## config.mk

```make
export PLATFORM = sky130hd
export DESIGN_NAME = pipeline_hazard_controller_flat
export DESIGN_NICKNAME = d
export VERILOG_FILES = /design/src/rtl/pipeline_hazard_controller_pkg.sv /design/src/rtl/pipeline_hazard_controller_if.sv /design/src/rtl/pipeline_hazard_controller_forwarding_unit.sv /design/src/rtl/pipeline_hazard_controller.sv /design/src/flat_wrapper.sv
export SDC_FILE = /design/constraint.sdc
export NUM_CORES = 1
export LEC_CHECK = 0
export CAP_MARGIN = 20
export CORE_ASPECT_RATIO = 1.2
export CORE_MARGIN = 3
export CORE_UTILIZATION = 41
export DETAILED_ROUTE_END_ITERATION = 8
export PLACE_DENSITY = 0.92
export RECOVER_POWER = 50
export SLEW_MARGIN = 0
export SYNTH_ARGS = -nofsm -noshare
export SYNTH_HDL_FRONTEND = slang
export SYNTH_HIERARCHICAL = 1
export SYNTH_SLANG_ARGS = --single-unit
export TNS_END_PERCENT = 100
```

## constraint.sdc

```tcl
create_clock -name clk -period 2.2 [get_ports clk]
set_input_delay 0.44 -clock clk [delete_from_list [all_inputs] [get_ports clk]]
set_output_delay 0.44 -clock clk [all_outputs]
set_load 0.02 [all_outputs]
```

## src/rtl/pipeline_hazard_controller_pkg.sv

```systemverilog
// ---------------------------------------------------------------------------
// hazard_pkg
// Shared types and constants for the pipeline hazard controller slice.
//   hz_state_e : sequencer states (BOOT, RUN, MEM_WAIT)
//   fwd_sel_e  : EX operand source select (register file, WB, MEM)
//   REG_ZERO   : architectural x0, never a forwarding or hazard source
//   src_match  : true when a writing stage targets a given source register
// ---------------------------------------------------------------------------
package hazard_pkg;

    typedef enum logic [1:0] {
        BOOT     = 2'd0,
        RUN      = 2'd1,
        MEM_WAIT = 2'd2
    } hz_state_e;

    typedef enum logic [1:0] {
        FWD_RF  = 2'b00,
        FWD_WB  = 2'b01,
        FWD_MEM = 2'b10
    } fwd_sel_e;

    localparam logic [4:0] REG_ZERO = 5'd0;

    // A producing stage can satisfy a read only if it really writes and is
    // not targeting x0 (writes to x0 are architecturally discarded).
    function automatic logic src_match(input logic [4:0] rd,
                                       input logic       wr_en,
                                       input logic [4:0] rs);
        return wr_en && (rd != REG_ZERO) && (rd == rs);
    endfunction

endpackage

```

## src/rtl/pipeline_hazard_controller_if.sv

```systemverilog
// ---------------------------------------------------------------------------
// pipeline_hazard_controller_if
// Bundle between the datapath and the hazard controller.
//   Datapath -> controller : ID/EX source registers and read flags, EX
//     destination and load flag, MEM/WB destinations and write enables,
//     EX redirect pulse and target, data-memory busy.
//   Controller -> datapath : PC and pipeline-register enables, IF/ID and
//     ID/EX flushes, PC redirect valid/target, EX forwarding selects.
// Modports:
//   master : datapath side (drives hazard sources, receives controls)
//   slave  : controller side
// ---------------------------------------------------------------------------
interface pipeline_hazard_controller_if #(
    parameter int XLEN = 32
);
    logic [4:0]      id_rs1;
    logic [4:0]      id_rs2;
    logic            id_use_rs1;
    logic            id_use_rs2;
    logic [4:0]      ex_rs1;
    logic [4:0]      ex_rs2;
    logic [4:0]      ex_rd;
    logic            ex_mem_read;
    logic [4:0]      mem_rd;
    logic [4:0]      wb_rd;
    logic            mem_reg_write;
    logic            wb_reg_write;
    logic            ex_redirect;
    logic [XLEN-1:0] ex_redirect_target;
    logic            mem_busy;

    logic            pc_en;
    logic            if_id_en;
    logic            id_ex_en;
    logic            ex_mem_en;
    logic            mem_wb_en;
    logic            if_id_flush;
    logic            id_ex_flush;
    logic            redirect_valid;
    logic [XLEN-1:0] redirect_target;
    logic [1:0]      fwd_a_sel;
    logic [1:0]      fwd_b_sel;

    modport master (
        output id_rs1, id_rs2, id_use_rs1, id_use_rs2,
        output ex_rs1, ex_rs2, ex_rd, ex_mem_read,
        output mem_rd, wb_rd, mem_reg_write, wb_reg_write,
        output ex_redirect, ex_redirect_target, mem_busy,
        input  pc_en, if_id_en, id_ex_en, ex_mem_en, mem_wb_en,
        input  if_id_flush, id_ex_flush,
        input  redirect_valid, redirect_target,
        input  fwd_a_sel, fwd_b_sel
    );

    modport slave (
        input  id_rs1, id_rs2, id_use_rs1, id_use_rs2,
        input  ex_rs1, ex_rs2, ex_rd, ex_mem_read,
        input  mem_rd, wb_rd, mem_reg_write, wb_reg_write,
        input  ex_redirect, ex_redirect_target, mem_busy,
        output pc_en, if_id_en, id_ex_en, ex_mem_en, mem_wb_en,
        output if_id_flush, id_ex_flush,
        output redirect_valid, redirect_target,
        output fwd_a_sel, fwd_b_sel
    );

endinterface

```

## src/rtl/pipeline_hazard_controller_forwarding_unit.sv

```systemverilog
// ---------------------------------------------------------------------------
// forwarding_unit
// Purely combinational EX operand source select for one operand.
//   ex_rs          : source register of the EX instruction for this operand
//   mem_rd/wb_rd   : destinations of the instructions in MEM/WB
//   mem_reg_write/wb_reg_write : their write enables
//   sel            : FWD_MEM, FWD_WB or FWD_RF
// MEM is younger than WB, so it holds the newer value and wins.
// ---------------------------------------------------------------------------
module forwarding_unit
    import hazard_pkg::*;
(
    input  logic [4:0] ex_rs,
    input  logic [4:0] mem_rd,
    input  logic       mem_reg_write,
    input  logic [4:0] wb_rd,
    input  logic       wb_reg_write,
    output fwd_sel_e   sel
);

    always_comb begin
        sel = FWD_RF;
        if (src_match(mem_rd, mem_reg_write, ex_rs)) begin
            sel = FWD_MEM;
        end else if (src_match(wb_rd, wb_reg_write, ex_rs)) begin
            sel = FWD_WB;
        end
    end

endmodule

```

## src/rtl/pipeline_hazard_controller.sv

```systemverilog
// ---------------------------------------------------------------------------
// pipeline_hazard_controller
// Stall / flush / forwarding sequencer for a 5-stage RV32I pipeline.
//   clk   : pipeline clock
//   rst_n : asynchronous active-low reset
//   hz    : pipeline_hazard_controller_if.slave (hazard sources in,
//           enables / flushes / redirect / forwarding selects out)
// Optional build macro HAZARD_PERF_CNT_EN adds 32-bit wrapping counters:
//   stall_cycles    : load-use bubbles inserted
//   flush_events    : redirects applied
//   mem_wait_cycles : cycles frozen on mem_busy
// All outputs are combinational from state, pending redirect and inputs.
// ---------------------------------------------------------------------------
module pipeline_hazard_controller
    import hazard_pkg::*;
#(
    parameter int BOOT_HOLD = 4,
    parameter int XLEN      = 32
) (
    input  logic clk,
    input  logic rst_n,
    pipeline_hazard_controller_if.slave hz
`ifdef HAZARD_PERF_CNT_EN
    ,
    output logic [31:0] stall_cycles,
    output logic [31:0] flush_events,
    output logic [31:0] mem_wait_cycles
`endif
);

    localparam logic [3:0] BOOT_LAST = 4'(BOOT_HOLD - 1);

    hz_state_e       state_reg, state_next;
    logic [3:0]      boot_cnt_reg, boot_cnt_next;
    logic            pend_valid_reg, pend_valid_next;
    logic [XLEN-1:0] pend_target_reg, pend_target_next;

    // enable vector order: {pc, if_id, id_ex, ex_mem, mem_wb}
    logic [4:0]      en_vec;
    logic            if_id_flush_c;
    logic            id_ex_flush_c;
    logic            redirect_valid_c;
    logic [XLEN-1:0] redirect_target_c;

    logic            load_use;
    logic            freeze;
    logic            apply_redirect;
    logic            apply_stall;

    fwd_sel_e        fwd_a, fwd_b;

    // ------------------------------------------------------------------
    // Forwarding: independent of sequencer state
    // ------------------------------------------------------------------
    forwarding_unit u_fwd_a (
        .ex_rs         (hz.ex_rs1),
        .mem_rd        (hz.mem_rd),
        .mem_reg_write (hz.mem_reg_write),
        .wb_rd         (hz.wb_rd),
        .wb_reg_write  (hz.wb_reg_write),
        .sel           (fwd_a)
    );

    forwarding_unit u_fwd_b (
        .ex_rs         (hz.ex_rs2),
        .mem_rd        (hz.mem_rd),
        .mem_reg_write (hz.mem_reg_write),
        .wb_rd         (hz.wb_rd),
        .wb_reg_write  (hz.wb_reg_write),
        .sel           (fwd_b)
    );

    // Load in EX whose result is needed by the instruction in ID.
    assign load_use = hz.ex_mem_read && (hz.ex_rd != REG_ZERO) &&
                      ((hz.id_use_rs1 && (hz.id_rs1 == hz.ex_rd)) ||
                       (hz.id_use_rs2 && (hz.id_rs2 == hz.ex_rd)));

    // ------------------------------------------------------------------
    // State register
    // ------------------------------------------------------------------
    always_ff @(posedge clk or negedge rst_n) begin
        if (!rst_n) begin
            state_reg       <= BOOT;
            boot_cnt_reg    <= '0;
            pend_valid_reg  <= 1'b0;
            pend_target_reg <= '0;
        end else begin
            state_reg       <= state_next;
            boot_cnt_reg    <= boot_cnt_next;
            pend_valid_reg  <= pend_valid_next;
            pend_target_reg <= pend_target_next;
        end
    end

    // ------------------------------------------------------------------
    // Next state and control outputs
    // ------------------------------------------------------------------
    always_comb begin
        state_next        = state_reg;
        boot_cnt_next     = boot_cnt_reg;
        pend_valid_next   = pend_valid_reg;
        pend_target_next  = pend_target_reg;
        en_vec            = 5'b00000;
        if_id_flush_c     = 1'b0;
        id_ex_flush_c     = 1'b0;
        redirect_valid_c  = 1'b0;
        redirect_target_c = '0;
        freeze            = 1'b0;
        apply_redirect    = 1'b0;
        apply_stall       = 1'b0;

        unique case (state_reg)
            BOOT: begin
                // Frozen and flushed; redirects are ignored while booting.
                if_id_flush_c = 1'b1;
                id_ex_flush_c = 1'b1;
                if (boot_cnt_reg == BOOT_LAST) begin
                    state_next    = RUN;
                    boot_cnt_next = '0;
                end else begin
                    boot_cnt_next = boot_cnt_reg + 4'd1;
                end
            end

            RUN, MEM_WAIT: begin
                // The cycle mem_busy drops is already a normal RUN cycle,
                // and the cycle it rises is already frozen, so both states
                // share the same combinational rules.
                if (hz.mem_busy) begin
                    freeze     = 1'b1;
                    state_next = MEM_WAIT;
                    if (hz.ex_redirect) begin
                        pend_valid_next  = 1'b1;
                        pend_target_next = hz.ex_redirect_target;
                    end
                end else begin
                    state_next = RUN;
                    if (pend_valid_reg || hz.ex_redirect) begin
                        // A held redirect is older than a fresh pulse.
                        apply_redirect    = 1'b1;
                        redirect_valid_c  = 1'b1;
                        redirect_target_c = pend_valid_reg ? pend_target_reg
                                                           : hz.ex_redirect_target;
                        if_id_flush_c     = 1'b1;
                        id_ex_flush_c     = 1'b1;
                        en_vec            = 5'b11111;
                        pend_valid_next   = 1'b0;
                    end else if (load_use) begin
                        // Hold PC and IF/ID, bubble into EX for one cycle.
                        apply_stall   = 1'b1;
                        en_vec        = 5'b00111;
                        id_ex_flush_c = 1'b1;
                    end else begin
                        en_vec = 5'b11111;
                    end
                end
            end

            default: begin
                state_next    = BOOT;
                boot_cnt_next = '0;
                if_id_flush_c = 1'b1;
                id_ex_flush_c = 1'b1;
            end
        endcase
    end

    // ------------------------------------------------------------------
    // Output drive
    // ------------------------------------------------------------------
    assign hz.pc_en           = en_vec[4];
    assign hz.if_id_en        = en_vec[3];
    assign hz.id_ex_en        = en_vec[2];
    assign hz.ex_mem_en       = en_vec[1];
    assign hz.mem_wb_en       = en_vec[0];
    assign hz.if_id_flush     = if_id_flush_c;
    assign hz.id_ex_flush     = id_ex_flush_c;
    assign hz.redirect_valid  = redirect_valid_c;
    assign hz.redirect_target = redirect_target_c;
    // Forwarding is live in every state but held at the register file
    // while reset is asserted.
    assign hz.fwd_a_sel       = rst_n ? fwd_a : FWD_RF;
    assign hz.fwd_b_sel       = rst_n ? fwd_b : FWD_RF;

`ifdef HAZARD_PERF_CNT_EN
    logic [31:0] stall_cycles_reg;
    logic [31:0] flush_events_reg;
    logic [31:0] mem_wait_cycles_reg;

    always_ff @(posedge clk or negedge rst_n) begin
        if (!rst_n) begin
            stall_cycles_reg    <= '0;
            flush_events_reg    <= '0;
            mem_wait_cycles_reg <= '0;
        end else begin
            if (apply_stall) begin
                stall_cycles_reg <= stall_cycles_reg + 32'd1;
            end
            if (apply_redirect) begin
                flush_events_reg <= flush_events_reg + 32'd1;
            end
            if (freeze) begin
                mem_wait_cycles_reg <= mem_wait_cycles_reg + 32'd1;
            end
        end
    end

    assign stall_cycles    = stall_cycles_reg;
    assign flush_events    = flush_events_reg;
    assign mem_wait_cycles = mem_wait_cycles_reg;
`endif

endmodule
```

## src/flat_wrapper.sv

```systemverilog
// flat-port wrapper written by rule: the top's interface ports become plain ports
module pipeline_hazard_controller_flat import hazard_pkg::*;
#(
    parameter int BOOT_HOLD = 4,
    parameter int XLEN      = 32
)
  (clk, rst_n, hz_id_rs1, hz_id_rs2, hz_id_use_rs1, hz_id_use_rs2, hz_ex_rs1, hz_ex_rs2, hz_ex_rd, hz_ex_mem_read, hz_mem_rd, hz_wb_rd, hz_mem_reg_write, hz_wb_reg_write, hz_ex_redirect, hz_ex_redirect_target, hz_mem_busy, hz_pc_en, hz_if_id_en, hz_id_ex_en, hz_ex_mem_en, hz_mem_wb_en, hz_if_id_flush, hz_id_ex_flush, hz_redirect_valid, hz_redirect_target, hz_fwd_a_sel, hz_fwd_b_sel);
  pipeline_hazard_controller_if #(.XLEN(XLEN)) hz_i ();
  input  logic clk;
  input  logic rst_n;
  input wire logic [$bits(hz_i.id_rs1)-1:0] hz_id_rs1;
  input wire logic [$bits(hz_i.id_rs2)-1:0] hz_id_rs2;
  input wire logic [$bits(hz_i.id_use_rs1)-1:0] hz_id_use_rs1;
  input wire logic [$bits(hz_i.id_use_rs2)-1:0] hz_id_use_rs2;
  input wire logic [$bits(hz_i.ex_rs1)-1:0] hz_ex_rs1;
  input wire logic [$bits(hz_i.ex_rs2)-1:0] hz_ex_rs2;
  input wire logic [$bits(hz_i.ex_rd)-1:0] hz_ex_rd;
  input wire logic [$bits(hz_i.ex_mem_read)-1:0] hz_ex_mem_read;
  input wire logic [$bits(hz_i.mem_rd)-1:0] hz_mem_rd;
  input wire logic [$bits(hz_i.wb_rd)-1:0] hz_wb_rd;
  input wire logic [$bits(hz_i.mem_reg_write)-1:0] hz_mem_reg_write;
  input wire logic [$bits(hz_i.wb_reg_write)-1:0] hz_wb_reg_write;
  input wire logic [$bits(hz_i.ex_redirect)-1:0] hz_ex_redirect;
  input wire logic [$bits(hz_i.ex_redirect_target)-1:0] hz_ex_redirect_target;
  input wire logic [$bits(hz_i.mem_busy)-1:0] hz_mem_busy;
  output wire logic [$bits(hz_i.pc_en)-1:0] hz_pc_en;
  output wire logic [$bits(hz_i.if_id_en)-1:0] hz_if_id_en;
  output wire logic [$bits(hz_i.id_ex_en)-1:0] hz_id_ex_en;
  output wire logic [$bits(hz_i.ex_mem_en)-1:0] hz_ex_mem_en;
  output wire logic [$bits(hz_i.mem_wb_en)-1:0] hz_mem_wb_en;
  output wire logic [$bits(hz_i.if_id_flush)-1:0] hz_if_id_flush;
  output wire logic [$bits(hz_i.id_ex_flush)-1:0] hz_id_ex_flush;
  output wire logic [$bits(hz_i.redirect_valid)-1:0] hz_redirect_valid;
  output wire logic [$bits(hz_i.redirect_target)-1:0] hz_redirect_target;
  output wire logic [$bits(hz_i.fwd_a_sel)-1:0] hz_fwd_a_sel;
  output wire logic [$bits(hz_i.fwd_b_sel)-1:0] hz_fwd_b_sel;
  assign hz_i.id_rs1 = hz_id_rs1;
  assign hz_i.id_rs2 = hz_id_rs2;
  assign hz_i.id_use_rs1 = hz_id_use_rs1;
  assign hz_i.id_use_rs2 = hz_id_use_rs2;
  assign hz_i.ex_rs1 = hz_ex_rs1;
  assign hz_i.ex_rs2 = hz_ex_rs2;
  assign hz_i.ex_rd = hz_ex_rd;
  assign hz_i.ex_mem_read = hz_ex_mem_read;
  assign hz_i.mem_rd = hz_mem_rd;
  assign hz_i.wb_rd = hz_wb_rd;
  assign hz_i.mem_reg_write = hz_mem_reg_write;
  assign hz_i.wb_reg_write = hz_wb_reg_write;
  assign hz_i.ex_redirect = hz_ex_redirect;
  assign hz_i.ex_redirect_target = hz_ex_redirect_target;
  assign hz_i.mem_busy = hz_mem_busy;
  assign hz_pc_en = hz_i.pc_en;
  assign hz_if_id_en = hz_i.if_id_en;
  assign hz_id_ex_en = hz_i.id_ex_en;
  assign hz_ex_mem_en = hz_i.ex_mem_en;
  assign hz_mem_wb_en = hz_i.mem_wb_en;
  assign hz_if_id_flush = hz_i.if_id_flush;
  assign hz_id_ex_flush = hz_i.id_ex_flush;
  assign hz_redirect_valid = hz_i.redirect_valid;
  assign hz_redirect_target = hz_i.redirect_target;
  assign hz_fwd_a_sel = hz_i.fwd_a_sel;
  assign hz_fwd_b_sel = hz_i.fwd_b_sel;
  pipeline_hazard_controller #(.BOOT_HOLD(BOOT_HOLD), .XLEN(XLEN)) u_core (.clk(clk), .rst_n(rst_n), .hz(hz_i));
endmodule
```

==> qor.yml <==
synth:
  syn_avg_cell_area_um2: 10.3
  yosysUniqueCellTypes: 34
  synthTopCellsByArea: "dfrtp_1 (38%), mux2_2 (14%), mux2i_1 (13%)"
  post-synth-top-count-cell: "dfrtp_1"
  synth-seq-cells: 39
  ys_async_sr_fraction: 1.00
  netlist_area_um2: 2540
  synthFlopType: "dfrtp_1"
  syn_inst: 246
  synth_top_area_frac: 0.385
  synth_enable_flop_cells: 0
  synth_warnings: 6
  yosysSeqAreaShare: 0.385
  synth_top_cells_by_count: "dfrtp_1 (39), nor2_1 (37), mux2i_1 (33)"
  synth_nets: 325
  yosysTopAreaCell: "dfrtp_1"
critical_path:
  worstSetupPathType: "in2out"
  crit_arrival_ns: 1.75
  path_cells: "dlygate4sd2_1 -> o41ai_4 -> a211oi_4 -> nor3_2 -> and2_1 -> buf_4"
  max_stage_delay_ns: 0.37
  crit_path_end: "hz_fwd_a_sel[0]"
  crit_start: "hz_mem_rd[2]"
  critical_path_required_ns: 1.76
  path_max_fanout: 4
  start_kind: "input pin"
  critPathCaptureType: "primary output"
  r2r_start: "u_core/state_reg[1]"
  timing.reg2reg.setup_slack_ns: 0.52
  r2r_cells: 6
  r2r_end: "u_core/pend_target_reg[21]"
  cpMaxStageDelayCell: "o41ai_4"
detailed_routing:
  drt_iter0_markers: 72
  vias: 2384
  dr.pass1.iters: 4
  ant_nets: 0
  wirelength_um: 8140
  drcViolationCount: 0
  viasPerCell: 5.18
  post_drt_wl_per_cell_um: 17.7
sta:
  skew_ns: 0.00876
  finalHoldViolCount: 0
  setup_viol: 0
  maxSlewHeadroom: 0.352
  rsz0062_at_grt: "true"
  slew_violations: 0
  clock.fmax_ghz: 0.457
  fin_ws_ns: 0.00956
  min_period_ns: 2.19
  worst_pin_slew_ns: 0.972
  finalCritPeriodShare: 0.996
  hold_slack_ns: 0.504
placement:
  port_buffers: 119
  gp_congestion: 0.825
  dp_slack_ns: -0.767
  dpl.cell_count: 448
  hpwl_um: 5430
outcome:
  outcome: "finished clean"
finish:
  layout.nets: 459
  area_growth_pct: 70.9
  n_antenna_cell: 0
  largest_reg_flops: 32
  drive_gt1_frac: 0.461
  fin_cells: 460
run:
  max-cap-violations: 0
pwr:
  power_density_nw_per_um2: 1060
  ir_worst_vdd_mv: 0.645
  leakagePower_nw: 1.92
clock_tree:
  cts.sinks: 39
  clkTransAtPathRegs_ns: 0.07
  clock_latency_ns: 0.28
  cts_tree: "done"
  cts_buffers: 5
  htree_levels: 2
  ctsLongestPathBuffers: 2
  clockRootBuffer: "clkbuf_8"
global_route:
  grt_pass1_wl_um: 12300
  grt_pass1_vias: 2594
  grt_max_degree: 40
  antenna_found_initial: 0
  grt-ovfl-total: 0
  grt_usage: 0.213
min_path:
  hold_start: "u_core/boot_cnt_reg[3]"
  worstHoldPathType: "reg2reg"
floorplanning:
  die_h_um: 92.2
  start_util: 0.436
  die_x_um: 77.8
  io_pins: 120
  core_um2: 5820
  rows: 30
  dieArea_um2: 7170
metal layers:
layer	up-vias	GRT usage	wire, um
li1	1117	-	-
met1	1158	0.235	3110
met2	95	0.381	4330
met3	14	0.0619	535
met4	0	0.0816	164
met5	-	0	0
how the worst min path moves through the flow:
stage,end,depth (start not counted)
2_1_floorplan,u_core/boot_cnt_reg[0],0
3_3_place_gp,u_core/pend_target_reg[25],1
6_report,u_core/boot_cnt_reg[3],1
4_1_cts,u_core/pend_target_reg[8],2
5_1_grt,u_core/pend_target_reg[15],1
3_5_place_dp,u_core/pend_target_reg[23],1
per-stage QoR:
step                      power [mW]  cell area, um^2  utilization  TNS [ns]
after floorplan                 2.68             2540            -    -0.422
after global placement          3.53             3920        0.674    -12.92
after detailed placement        3.62             3920        0.674    -14.55
after CTS                       4.16             3940        0.677     -2.47
after global routing            4.89             4340        0.745    -0.491
final                           4.60             4340        0.745         0
power by group:
| group | switching, mW | internal (mW) | total, mW |
|---|---|---|---|
| sequential | 0.216 | 1.06 | 1.28 |
| clock | 0.241 | 0.331 | 0.572 |
| combinational | 1.39 | 1.37 | 2.75 |
| total | 1.84 | 2.76 | 4.60 |
cells in the final DEF (no fill, tap or decap), drive strengths merged, types with 5 or more instances in the layout:
cell           instances
mux2                  32
dlymetal6s2s           6
xnor2                 12
clkbuf                18
and2                   5
nor2                  37
o21ai                  7
inv                    5
nor3                   7
dlygate4sd2           16
nand2                  7
clkdlybuf4s50         39
dfrtp                 39
mux2i                 33
buf                   65
xor2                  14
nand3                  7
kinds of logic after synthesis:
kind of cell    count (synthesis)  share of synthesized area
buf+inv                        19                     0.0365
fa+ha+maj                       3                     0.0148
mux                            65                      0.272
xor+xnor                       26                     0.0897
flops                          39                      0.385
compound gates                 20                     0.0621
simple gates                   74                      0.140
layout make-up:
class,instances,area (um^2)
inverters,5,18.8
flip-flops and latches,39,977
well taps,80,100
clock inverters,2,37.5
multi-input cells,188,1790
clock buffers,5,68.8
repair buffers,141,1350
fillers,420,1480
critical path: cells and delay by family:
kind	cells	cell delay [ns]
AOI/OAI and AO/OA	2	0.49
buffers and inverters	2	0.46
and+or+nand+nor	2	0.36
repair_timing:
action | CTS | global route
setup endpoints to repair | 44 | 44
gates cloned | 2 | 1
buffers inserted | 1 | 1
pin swaps | 15 | 28
gates resized for setup | 230 | 153
hold buffers | 0 | 0
Power figures use the tool's default switching activity.
